==> config.mk <==
export PLATFORM = sky130hd
export DESIGN_NAME = adc_spi_capture
export DESIGN_NICKNAME = d
export VERILOG_FILES = /design/src/rtl/adc_spi_capture.sv
export SDC_FILE = /design/constraint.sdc
export NUM_CORES = 1
export LEC_CHECK = 0
export ABC_AREA = 1
export CAP_MARGIN = 25
export CORE_MARGIN = 3
export CORE_UTILIZATION = 50
export CTS_BUF_LIST = sky130_fd_sc_hd__clkbuf_4 sky130_fd_sc_hd__clkbuf_8
export CTS_CLUSTER_DIAMETER = 30
export DETAILED_ROUTE_END_ITERATION = 8
export GPL_TIMING_DRIVEN = 0
export PLACE_DENSITY = 0.73
export SETUP_SLACK_MARGIN = 0.2
export SLEW_MARGIN = 30
export SYNTH_ARGS = -nofsm -noshare
export SYNTH_HDL_FRONTEND = slang
export SYNTH_SLANG_ARGS = --single-unit
==> constraint.sdc <==
create_clock -name clk -period 2 [get_ports clk]
set_clock_uncertainty 0.05 [all_clocks]
set_input_delay 0.3 -clock clk [delete_from_list [all_inputs] [get_ports clk]]
set_output_delay 0.3 -clock clk [all_outputs]
set_load 0.03 [all_outputs]
==> src/rtl/adc_spi_capture.sv <==
// Self-timed capture front end for an AD7476-style serial ADC: frames CS_n/SCLK,
// shifts in one word per sample period and presents it as a held two's complement sample.
module adc_spi_capture #(
  parameter int ADC_MSB       = 11,
  parameter int LEAD_ZEROS    = 4,
  parameter int CLK_DIV       = 2,
  parameter int SAMPLE_PERIOD = 200,
  parameter int OFFSET_BINARY = 1
) (
  input  logic           clk,
  input  logic           rst,
  input  logic           adc_sdata,
  output logic           adc_cs_n,
  output logic           adc_sclk,
  output logic [ADC_MSB:0] ADC_bits,
  output logic           sample_valid,
  output logic           frame_err
);

  localparam int TOTAL_BITS  = LEAD_ZEROS + ADC_MSB + 1;
  localparam int CONV_CYCLES = CLK_DIV + 2 * CLK_DIV * TOTAL_BITS;
  localparam int PW = $clog2(SAMPLE_PERIOD + 1);
  localparam int DW = $clog2(2 * CLK_DIV + 1);
  localparam int BW = $clog2(TOTAL_BITS + 1);

  localparam logic [PW-1:0] PCNT_LAST  = PW'(SAMPLE_PERIOD - 1);
  localparam logic [DW-1:0] PH_LOW_END = DW'(CLK_DIV - 1);
  localparam logic [DW-1:0] PH_HALF    = DW'(CLK_DIV);
  localparam logic [DW-1:0] PH_SLOT_END = DW'(2 * CLK_DIV - 1);
  localparam logic [BW-1:0] BIT_LAST   = BW'(TOTAL_BITS - 1);
  localparam logic [ADC_MSB:0] MSB_MASK = {1'b1, {ADC_MSB{1'b0}}};

  if (CLK_DIV < 1) begin : g_bad_div
    $error("adc_spi_capture: CLK_DIV must be at least 1");
  end
  if (SAMPLE_PERIOD < CONV_CYCLES + 2) begin : g_bad_period
    $error("adc_spi_capture: SAMPLE_PERIOD too short for one conversion");
  end

  typedef enum logic [1:0] {
    IDLE  = 2'd0,
    SETUP = 2'd1,
    SHIFT = 2'd2,
    DONE  = 2'd3
  } state_t;

  // Offset binary differs from two's complement only in the MSB.
  function automatic logic [ADC_MSB:0] code_to_sample(input logic [ADC_MSB:0] code);
    if (OFFSET_BINARY != 0) begin
      return code ^ MSB_MASK;
    end else begin
      return code;
    end
  endfunction

  state_t                state_q, state_d;
  logic [PW-1:0]         pcnt_q, pcnt_d;
  logic [DW-1:0]         ph_q, ph_d;
  logic [BW-1:0]         bit_q, bit_d;
  logic [TOTAL_BITS-1:0] shift_q, shift_d;
  logic [ADC_MSB:0]      bits_q, bits_d;
  logic                  cs_n_q, cs_n_d;
  logic                  sclk_q, sclk_d;
  logic                  valid_q, valid_d;
  logic                  err_q, err_d;

  // Next-state, shift and output-register computation
  always_comb begin
    state_d = state_q;
    ph_d    = ph_q;
    bit_d   = bit_q;
    shift_d = shift_q;
    bits_d  = bits_q;
    valid_d = 1'b0;
    err_d   = 1'b0;

    if (pcnt_q == PCNT_LAST) begin
      pcnt_d = '0;
    end else begin
      pcnt_d = pcnt_q + PW'(1);
    end

    case (state_q)
      IDLE: begin
        if (pcnt_q == '0) begin
          state_d = SETUP;
          ph_d    = '0;
          bit_d   = '0;
          shift_d = '0;
        end else begin
          state_d = IDLE;
        end
      end
      SETUP: begin
        if (ph_q == PH_LOW_END) begin
          state_d = SHIFT;
          ph_d    = '0;
        end else begin
          ph_d = ph_q + DW'(1);
        end
      end
      SHIFT: begin
        // Sample on the edge that lifts SCLK, i.e. at the end of the low half.
        if (ph_q == PH_LOW_END) begin
          shift_d = {shift_q[TOTAL_BITS-2:0], adc_sdata};
        end else begin
          shift_d = shift_q;
        end
        if (ph_q == PH_SLOT_END) begin
          ph_d = '0;
          if (bit_q == BIT_LAST) begin
            state_d = DONE;
            bits_d  = code_to_sample(shift_q[ADC_MSB:0]);
            valid_d = 1'b1;
            err_d   = (shift_q >> (ADC_MSB + 1)) != '0;
          end else begin
            bit_d = bit_q + BW'(1);
          end
        end else begin
          ph_d = ph_q + DW'(1);
        end
      end
      DONE: begin
        state_d = IDLE;
      end
      default: begin
        state_d = IDLE;
      end
    endcase

    cs_n_d = !((state_d == SETUP) || (state_d == SHIFT));
    sclk_d = !((state_d == SHIFT) && (ph_d < PH_HALF));
  end

  // State and output registers with synchronous reset
  always_ff @(posedge clk) begin
    if (rst) begin
      state_q <= IDLE;
      pcnt_q  <= '0;
      ph_q    <= '0;
      bit_q   <= '0;
      shift_q <= '0;
      bits_q  <= '0;
      cs_n_q  <= 1'b1;
      sclk_q  <= 1'b1;
      valid_q <= 1'b0;
      err_q   <= 1'b0;
    end else begin
      state_q <= state_d;
      pcnt_q  <= pcnt_d;
      ph_q    <= ph_d;
      bit_q   <= bit_d;
      shift_q <= shift_d;
      bits_q  <= bits_d;
      cs_n_q  <= cs_n_d;
      sclk_q  <= sclk_d;
      valid_q <= valid_d;
      err_q   <= err_d;
    end
  end

  assign adc_cs_n     = cs_n_q;
  assign adc_sclk     = sclk_q;
  assign ADC_bits     = bits_q;
  assign sample_valid = valid_q;
  assign frame_err    = err_q;

endmodule

# After elaboration in Yosys (flattened, before gate mapping)
# Cells that the tools add are included.
# totals
reg_bits	50
in_bits	3
out_inout_bits	16
wordCells	62
# op_classes
addsub	3
n_lt_le_gt_ge	1
n_eq_ne	13
muxes	17
n_bitwise	4
n_reduce_logical	14
# ops
cell	count
$mux 16	2
$pmux 16 s2	1
$reduce_bool 16->1	1
$mux 5	3
$pmux 5 s2	1
$mux 3	3
$pmux 3 s3	1
$add 8x1->8 const B	1
$eq 8x8->1 const B	1
$logic_not 8->1	1
$ne 2x2->1 const B	4
$pmux 2 s4	1
$eq 2x2->1 const B	3
$mux 2	3
$reduce_and 3->1	2
$add 5x1->5 const B	1
$eq 5x4->1 const B	1
$eq 2x1->1 const B	2
$not 1->1	4
$reduce_and 4->1	1
$reduce_or 4->1	1
$add 3x1->3 const B	1
$eq 3x1->1 const B	1
$eq 3x2->1 const B	1
other kinds (9)	11

# Logic depth before layout (Yosys ltp)
# Gate-level depths: netlist (run 1).
# logic_depth
ltp_word	7
mapped_depth	13
depth_no_buf	13

# Worst setup path after synthesis (run 1)
# No wires, ideal clock.
# synth_timing
path_kind	register to register
startpoint	register bit_q[0]
endpoint	register cs_n_q (netlist: adc_cs_n)
setup_ns	0.123
arrival_time_ns	1.814
path_slack_ns	0.013
stages_incl_launch_ff	12
n_path_buf	0
period_less_slack_ns	1.987
cell_sequence	dfxtp_1 > ha_1 > nand2_1 > nor2_1 > ha_1 > inv_1 > nor3_4 > inv_2 > nand3_1 > inv_1 > ha_1 > or2_2
# synth_via
elab_chain_cells	7
word_cells_on_any_way	8
classes_between	eq/ne: 3; mux: 3; reduce/logical: 2
# synth_lines
element	line	rtl
start, declared	59	logic [BW-1:0] bit_q, bit_d;
start signal, assigned	152	bit_q <= bit_d;
$eq 5x4->1 *	111	if (bit_q == BIT_LAST) begin
$mux 2 *	111	
$mux 2 *	109	if (ph_q == PH_SLOT_END) begin
$pmux 2 s4 *	83	case (state_q)
$eq 2x1->1 or $eq 2x2->1 (tied branches)	131	cs_n_d = !((state_d == SETUP) || (state_d == SHIFT));
$logic_or 1x1->1 *	131	
$logic_not 1->1 *	131	
via cs_n_d	62	logic cs_n_q, cs_n_d;
end signal, assigned	155	cs_n_q <= cs_n_d;
end, declared	62	
# Mark *: on every way through the listed nets, which the timed path passes. The rest lies on a longest branch.
# A chain may end at the register's enable or synchronous reset.

# Final worst setup path (run 1)
# layout_timing
startpoint	register bit_q[1]
endpoint	register cs_n_q (netlist: adc_cs_n)
# The elaborated chain is that of the path after synthesis.

==> reports/metrics.cfg, run 1 <==
[status]
status=finished clean

[timing]
hold_viol_final=0
slew-limit-headroom=0.678
fin_tns_setup_ns=0
setup_viol=0
period_needed_ns=1.79
max_freq_mhz=557
post-route-period-util=0.897
maxSlewViolCount=0
worstMarginPinSlew_ns=0.484
whs_ns=0.319
rsz0062_at_grt=true
setup_ws_ns=0.206

[critical_path]
worstPathMaxFanout=2
end_kind=flip-flop
critPathBufInv=3
cpMostUsedCell=inv_2
crit_family=simple AND/OR/NAND/NOR gates
startpoint_type=flip-flop
crit_arrival_ns=1.94
max_stage_delay_ns=0.37
rrSetupSlack_ns=0.21
worstReg2RegEnd=adc_cs_n
required_ns=2.15
regToRegStartpoint=bit_q[1]
crit_type=reg -> reg
worstRegToRegCells=11
slowest_stage=dfxtp_4
path_cells=ha_4 -> nand2_2 -> nor2_2 -> ha_2 -> inv_2 -> nor3_4 -> inv_2 -> nand3_2 -> inv_2 -> ha_4 -> or2_4

[grt]
track_usage=0.200
antenna_found_initial=0
grt_pass1_vias=1826
grt_max_degree=16
grt_pass1_wl_um=8450
grt_remaining_overflow=0

[clock_tree]
root_buffer=clkbuf_8
clk_latency_ns=0.31
htree_levels=2
cts_made_buffers=5
clk_path_buf_depth=2
cts.sinks=50
ctsHoldBuffers=0
clk_pin_slew_ns=0.08
cts_tree=built

[floorplanning]
placementRows=23
die_h_um=73.7
ios=19
initial_core_util=0.546
fp.dieArea_um2=5430
fp.dieW_um=73.7
fp.coreArea_um2=4200

[yosys]
post_synth_num_cell_types=28
netlist_area_um2=2290
syn_nets=315
synth_seq_area_share=0.437
ys_top_cells_by_area=dfxtp_1 44%, nor2_1 11%, nand2_1 8.7%
syn_inst=303
ys_ff_latch=50
avgSynthCellArea_um2=7.57
yosys_warnings=0
netlist.area_leader.share=0.437
synth.largest_area_cell=dfxtp_1

[worst_hold_path]
min_path_cells=2
min_to=sample_valid
hp-class=in -> reg
hp-start=rst

[cells_and_area]
layout.cells.non_filler=385
drive_gt1_frac=0.140
syn2layout_area_growth_pct=21.6
layout.nets=346
final_util=0.663
n_fill_cell=377
diodes=0

[placement]
place_congestion=0.893
place_ws_ns=0.00472
dp_hpwl_um=3280
place_inst=370
numPortBuffers=17

[detailed_routing]
first_pass_iters=4
routedWlPerCell_um=12.6
vias_per_cell=5.24
drt-initial-drc-count=130
ant_nets=0
vias=2018
wl_um=4840
drc=0

[power]
worst_ir_drop_vdd_uv=478
powerDensity_nw_per_um2=833
p_leak_nw=1.25

[run]
max_cap_viol_count=0

==> report_power, final <==
group	leakage, nW	total (mW)	switching (mW)	internal [mW]
clock	0.0548	0.721	0.334	0.387
combinational	0.783	0.452	0.259	0.192
sequential	0.409	1.15	0.0687	1.08
total	1.25	2.32	0.663	1.66
==> cells by family (layout without fill, tap and decap cells) <==
group,after synthesis,in the layout,share of synthesized area
compound gates,36,36,0.0961
xor+xnor,5,5,0.0191
fa+ha+maj,9,9,0.0491
buf+inv,41,73,0.0759
flops,50,50,0.437
simple gates,162,162,0.323
==> timing repair <==
action | 4_1_cts | 5_1_grt
endpoints found under the setup margin | 2 | 13
cloned | 0 | 1
pin swaps | 3 | 7
buffers inserted | 4 | 2
resized for setup | 4 | 14
==> cells in the mapped netlist, drive strengths merged <==
master  instances
nor2           66
nand2          56
dfxtp          50
inv            27
nand3b         17
a22oi          16
nand3          14
o21ai          12
buf            10
ha              9
a21oi           8
clkbuf          4
xor2            4
nor3            3
nand4           2
or2             2
nor3b           1
nor4            1
xnor2           1
==> metal layers <==
metal	GRT usage	vias to the layer above	wire (um)
met5	0	-	0
met4	0.0604	0	70
met3	0.0492	9	135
met2	0.304	25	2140
met1	0.279	947	2490
li1	-	1037	-
==> cells in the final DEF (no fill, tap or decap), types with 8 or more instances in the layout <==
cell type        netlist  layout
nor2_1                65      61
nand2_1               53      52
dfxtp_1               50      48
inv_1                 25      23
nand3b_1              17      17
clkdlybuf4s50_1        0      17
a22oi_1               16      16
nand3_1               14      12
a21oi_1                8       8
==> registers in the layout (all words and copies together) (netlist names) <==
register      count
ADC_bits         12
shift_q          16
frame_err         1
ph_q              3
sample_valid      1
state_q           2
bit_q             5
pcnt_q            8
adc_sclk          1
adc_cs_n          1
==> metrics by stage <==
| stage | power, mW | instance area, um2 |
|---|---|---|
| 2_1_floorplan | 1.49 | 2330 |
| 3_3_place_gp | 1.59 | 2560 |
| 3_5_place_dp | 1.59 | 2560 |
| 4_1_cts | 2.33 | 2720 |
| 5_1_grt | 2.47 | 2790 |
| 6_report | 2.32 | 2790 |
==> how the worst max path moves through the flow <==
| stage | startpoint | end | slack, ns | cells past startpoint |
|---|---|---|---|---|
| after floorplan | bit_q[0] | adc_cs_n | 0.23 | 11 |
| after global placement | bit_q[0] | adc_cs_n | 0.06 | 11 |
| after detailed placement | bit_q[0] | adc_cs_n | 0.005 | 11 |
| after CTS | bit_q[1] | adc_cs_n | 0.15 | 11 |
| after global routing | bit_q[1] | adc_cs_n | 0.12 | 11 |
| final | bit_q[1] | adc_cs_n | 0.21 | 11 |
==> final cells by class <==
cell class / instances / area [um2] / area share
Sequential cell: 50 / 1010 / 0.362
Timing Repair Buffer: 24 / 244 / 0.0876
Tap cell: 50 / 62.6 / 0.0225
Buffer: 14 / 86.3 / 0.0310
Inverter: 27 / 101 / 0.0364
Multi-Input combinational cell: 212 / 1170 / 0.420
Clock buffer: 6 / 76.3 / 0.0274
Clock inverter: 2 / 37.5 / 0.0135
(Power assumes the default switching activity.)
==> run 2, diff against run 1 <==
--- a/constraint.sdc
+++ b/constraint.sdc
@@ -4,2 +4,2 @@
 set_output_delay 0.3 -clock clk [all_outputs]
-set_load 0.03 [all_outputs]
+set_load 0.005 [all_outputs]
==> results of run 2 <==
The final DEF is identical to that of run 1. Status: finished clean.
Main changes from that run: total power 2.32 mW -> 2.31 mW
==> run 3, diff against run 2 <==
- PLACE_DENSITY: 0.73 -> 0.7
- clock period: 2 -> 2.3 ns (I/O delays scaled with it)
==> run 3 against run 2 <==
Clock power down 10%. Register-to-register slack better by 0.10 ns. Power down 13%. Critical endpoint unchanged. Largest power group unchanged.
==> reports/metrics.cfg, run 3 (synthesis gave the netlist of run 1 again) <==
[timing]
hold_viol_final=0  ; unchanged
slew-limit-headroom=0.671  ; -0.00639
setup_viol=0  ; unchanged
fin_tns_setup_ns=0  ; unchanged
worstMarginPinSlew_ns=0.493  ; +0.00959 ns
max_freq_mhz=503  ; -9.8%
period_needed_ns=1.99  ; +0.196 ns
maxSlewViolCount=0  ; unchanged
rsz0062_at_grt=false
post-route-period-util=0.865  ; -0.0320

[clock_tree]
cts_made_buffers=5  ; unchanged
clk_pin_slew_ns=0.10  ; +0.02 ns
root_buffer=clkbuf_8
clk_path_buf_depth=2  ; unchanged
clk_latency_ns=0.31  ; about the same
htree_levels=2  ; unchanged
cts_tree=built
cts.sinks=50  ; unchanged

[cells_and_area]
n_fill_cell=401  ; +6.4%
regMostFlops=shift_q
syn2layout_area_growth_pct=17.8
layout_commonest_cell=nor2_1
layout.nets=342  ; -1.2%
final_cell_mix=64 x nor2_1, 52 x nand2_1, 48 x dfxtp_1, 23 x inv_1
drive_gt1_frac=0.115  ; -0.0255
largest_reg_flops=16  ; unchanged
final_cell_area_um2=2700  ; -3.1%
diodes=0  ; unchanged

[detailed_routing]
ant_nets=0  ; unchanged
drt-initial-drc-count=111  ; -15%
vias=2011  ; -0.35%
drc=0  ; unchanged
vias_per_cell=5.28  ; +0.70%
wl_um=4980  ; +2.9%
routedWlPerCell_um=13.1  ; +4.0%
first_pass_iters=5  ; +1

[critical_path]
startpoint_type=flip-flop
max_stage_delay_ns=0.39  ; +0.02 ns
path_cells=ha_4 -> nand2_2 -> nor2_2 -> ha_2 -> inv_2 -> nor3_4 -> inv_2 -> nand3_2 -> inv_2 -> ha_1 -> or2_2
crit_type=reg -> reg
worstPathMaxFanout=4  ; +2
cpMostUsedCell=inv_2
slowest_stage=dfxtp_4
crit_arrival_ns=2.14  ; +0.20 ns
required_ns=2.45  ; +0.30 ns
end_kind=flip-flop

[power]
intPower_mw=1.42
combPwrFrac=0.180
sw_frac_of_total=0.292
powerDensity_nw_per_um2=744
p_leak_nw=1.23  ; -1.7%
worst_ir_drop_vdd_uv=423
p_sw_mw=0.586
clockPowerShare=0.322
seqPwrFrac=0.498

[grt]
grt_pass1_wl_um=8600  ; +1.8%
grt_remaining_overflow=0  ; unchanged
antenna_found_initial=0  ; unchanged
grt_max_degree=18  ; +2
grt_pass1_vias=1868  ; +2.3%
track_usage=0.202  ; +0.00221

[placement]
place_congestion=0.861  ; -3.6%
placed_area_um2=2520  ; -1.6%
dp_hpwl_um=3420  ; +4.1%
numPortBuffers=17  ; unchanged

[run]
max_cap_viol_count=0  ; unchanged

[floorplanning]
placementRows=23  ; unchanged
fp.coreArea_um2=4200  ; unchanged
die_h_um=73.7  ; unchanged
fp.dieArea_um2=5430  ; unchanged
fp.dieW_um=73.7  ; unchanged
ios=19  ; unchanged
initial_core_util=0.546  ; unchanged

[worst_hold_path]
hp-class=in -> reg

[status]
status=finished clean

run 3: cell types whose count changed in the layout (fill, tap and decap cells not counted), sizes merged:
| cell | before | now |
|---|---|---|
| clkbuf | 11 | 9 |
| inv | 27 | 28 |
| buf | 16 | 13 |
run 3: per-stage QoR:
| stage | power (mW) | util | setup WS [ns] | instances | hold slack [ns] |
|---|---|---|---|---|---|
| after floorplan | 1.27 | - | 0.313 | 303 | 0.369 |
| after global routing | 2.13 | 0.643 | 0.213 | 381 | 0.418 |
| after global placement | 1.35 | 0.601 | 0.0673 | 370 | 0.392 |
| final | 2.01 | 0.643 | 0.310 | 381 | 0.374 |
| after CTS | 2.00 | 0.631 | 0.205 | 379 | 0.384 |
| after detailed placement | 1.36 | 0.601 | 0.0344 | 370 | 0.400 |
run 3: power groups by stage:
stage,registers [mW],clock network (mW),logic [mW]
floorplan,0.998,0,0.275
global placement,1.01,0,0.340
detailed placement,1.01,0,0.346
CTS,0.996,0.657,0.350
global route,1.01,0.696,0.424
finish,1.00,0.647,0.363
run 3: layout make-up:
type,count,area (um2),share of cell area
clock buffers,5,68.8,0.0255
repair buffers,20,193,0.0714
flip-flops and latches,50,1010,0.373
well taps,50,62.6,0.0232
plain buffers,14,75.1,0.0278
inverters,27,101,0.0375
clock inverters,3,48.8,0.0181
multi-input cells,212,1140,0.423
run 3: worst paths after layout:
kind / slack, ns / startpoint / depth (start not counted) / end
worst max-delay path: 0.31 / bit_q[1] / 11 / adc_cs_n
worst min-delay path: 0.37 / rst / 2 / sample_valid
worst max register to register: 0.31 / bit_q[1] / 11 / adc_cs_n
worst min register to register: 0.42 / pcnt_q[0] / 1 / pcnt_q[0]
run 3: repair_timing:
item / in CTS / in global routing
endpoints found under the hold margin: 0 / 0
endpoints found under the setup margin: 1 / 1
buffers inserted: 1 / 2
hold buffers: 0 / 0
pin swaps: 1 / 3
cloned: 0 / 0
resized for setup: 1 / 13
run 3: critical path: cells and delay by family (launching register included):
family	cells	cell delay [ns]
adder cells (fa/ha/maj)	3	0.58
buffers and inverters	3	0.15
flip-flops	1	0.39
AND/OR/NAND/NOR	5	0.70
run 3: layer usage:
| layer | wire [um] | vias to the layer above | track usage | part of all wire |
|---|---|---|---|---|
| met3 | 274 | 2 | 0.0492 | 0.055 |
| met1 | 2340 | 934 | 0.277 | 0.47 |
| li1 | - | 1026 | - | - |
| met5 | 0 | - | 0 | 0 |
| met2 | 2340 | 49 | 0.316 | 0.47 |
| met4 | 24 | 0 | 0.0563 | 0.0048 |
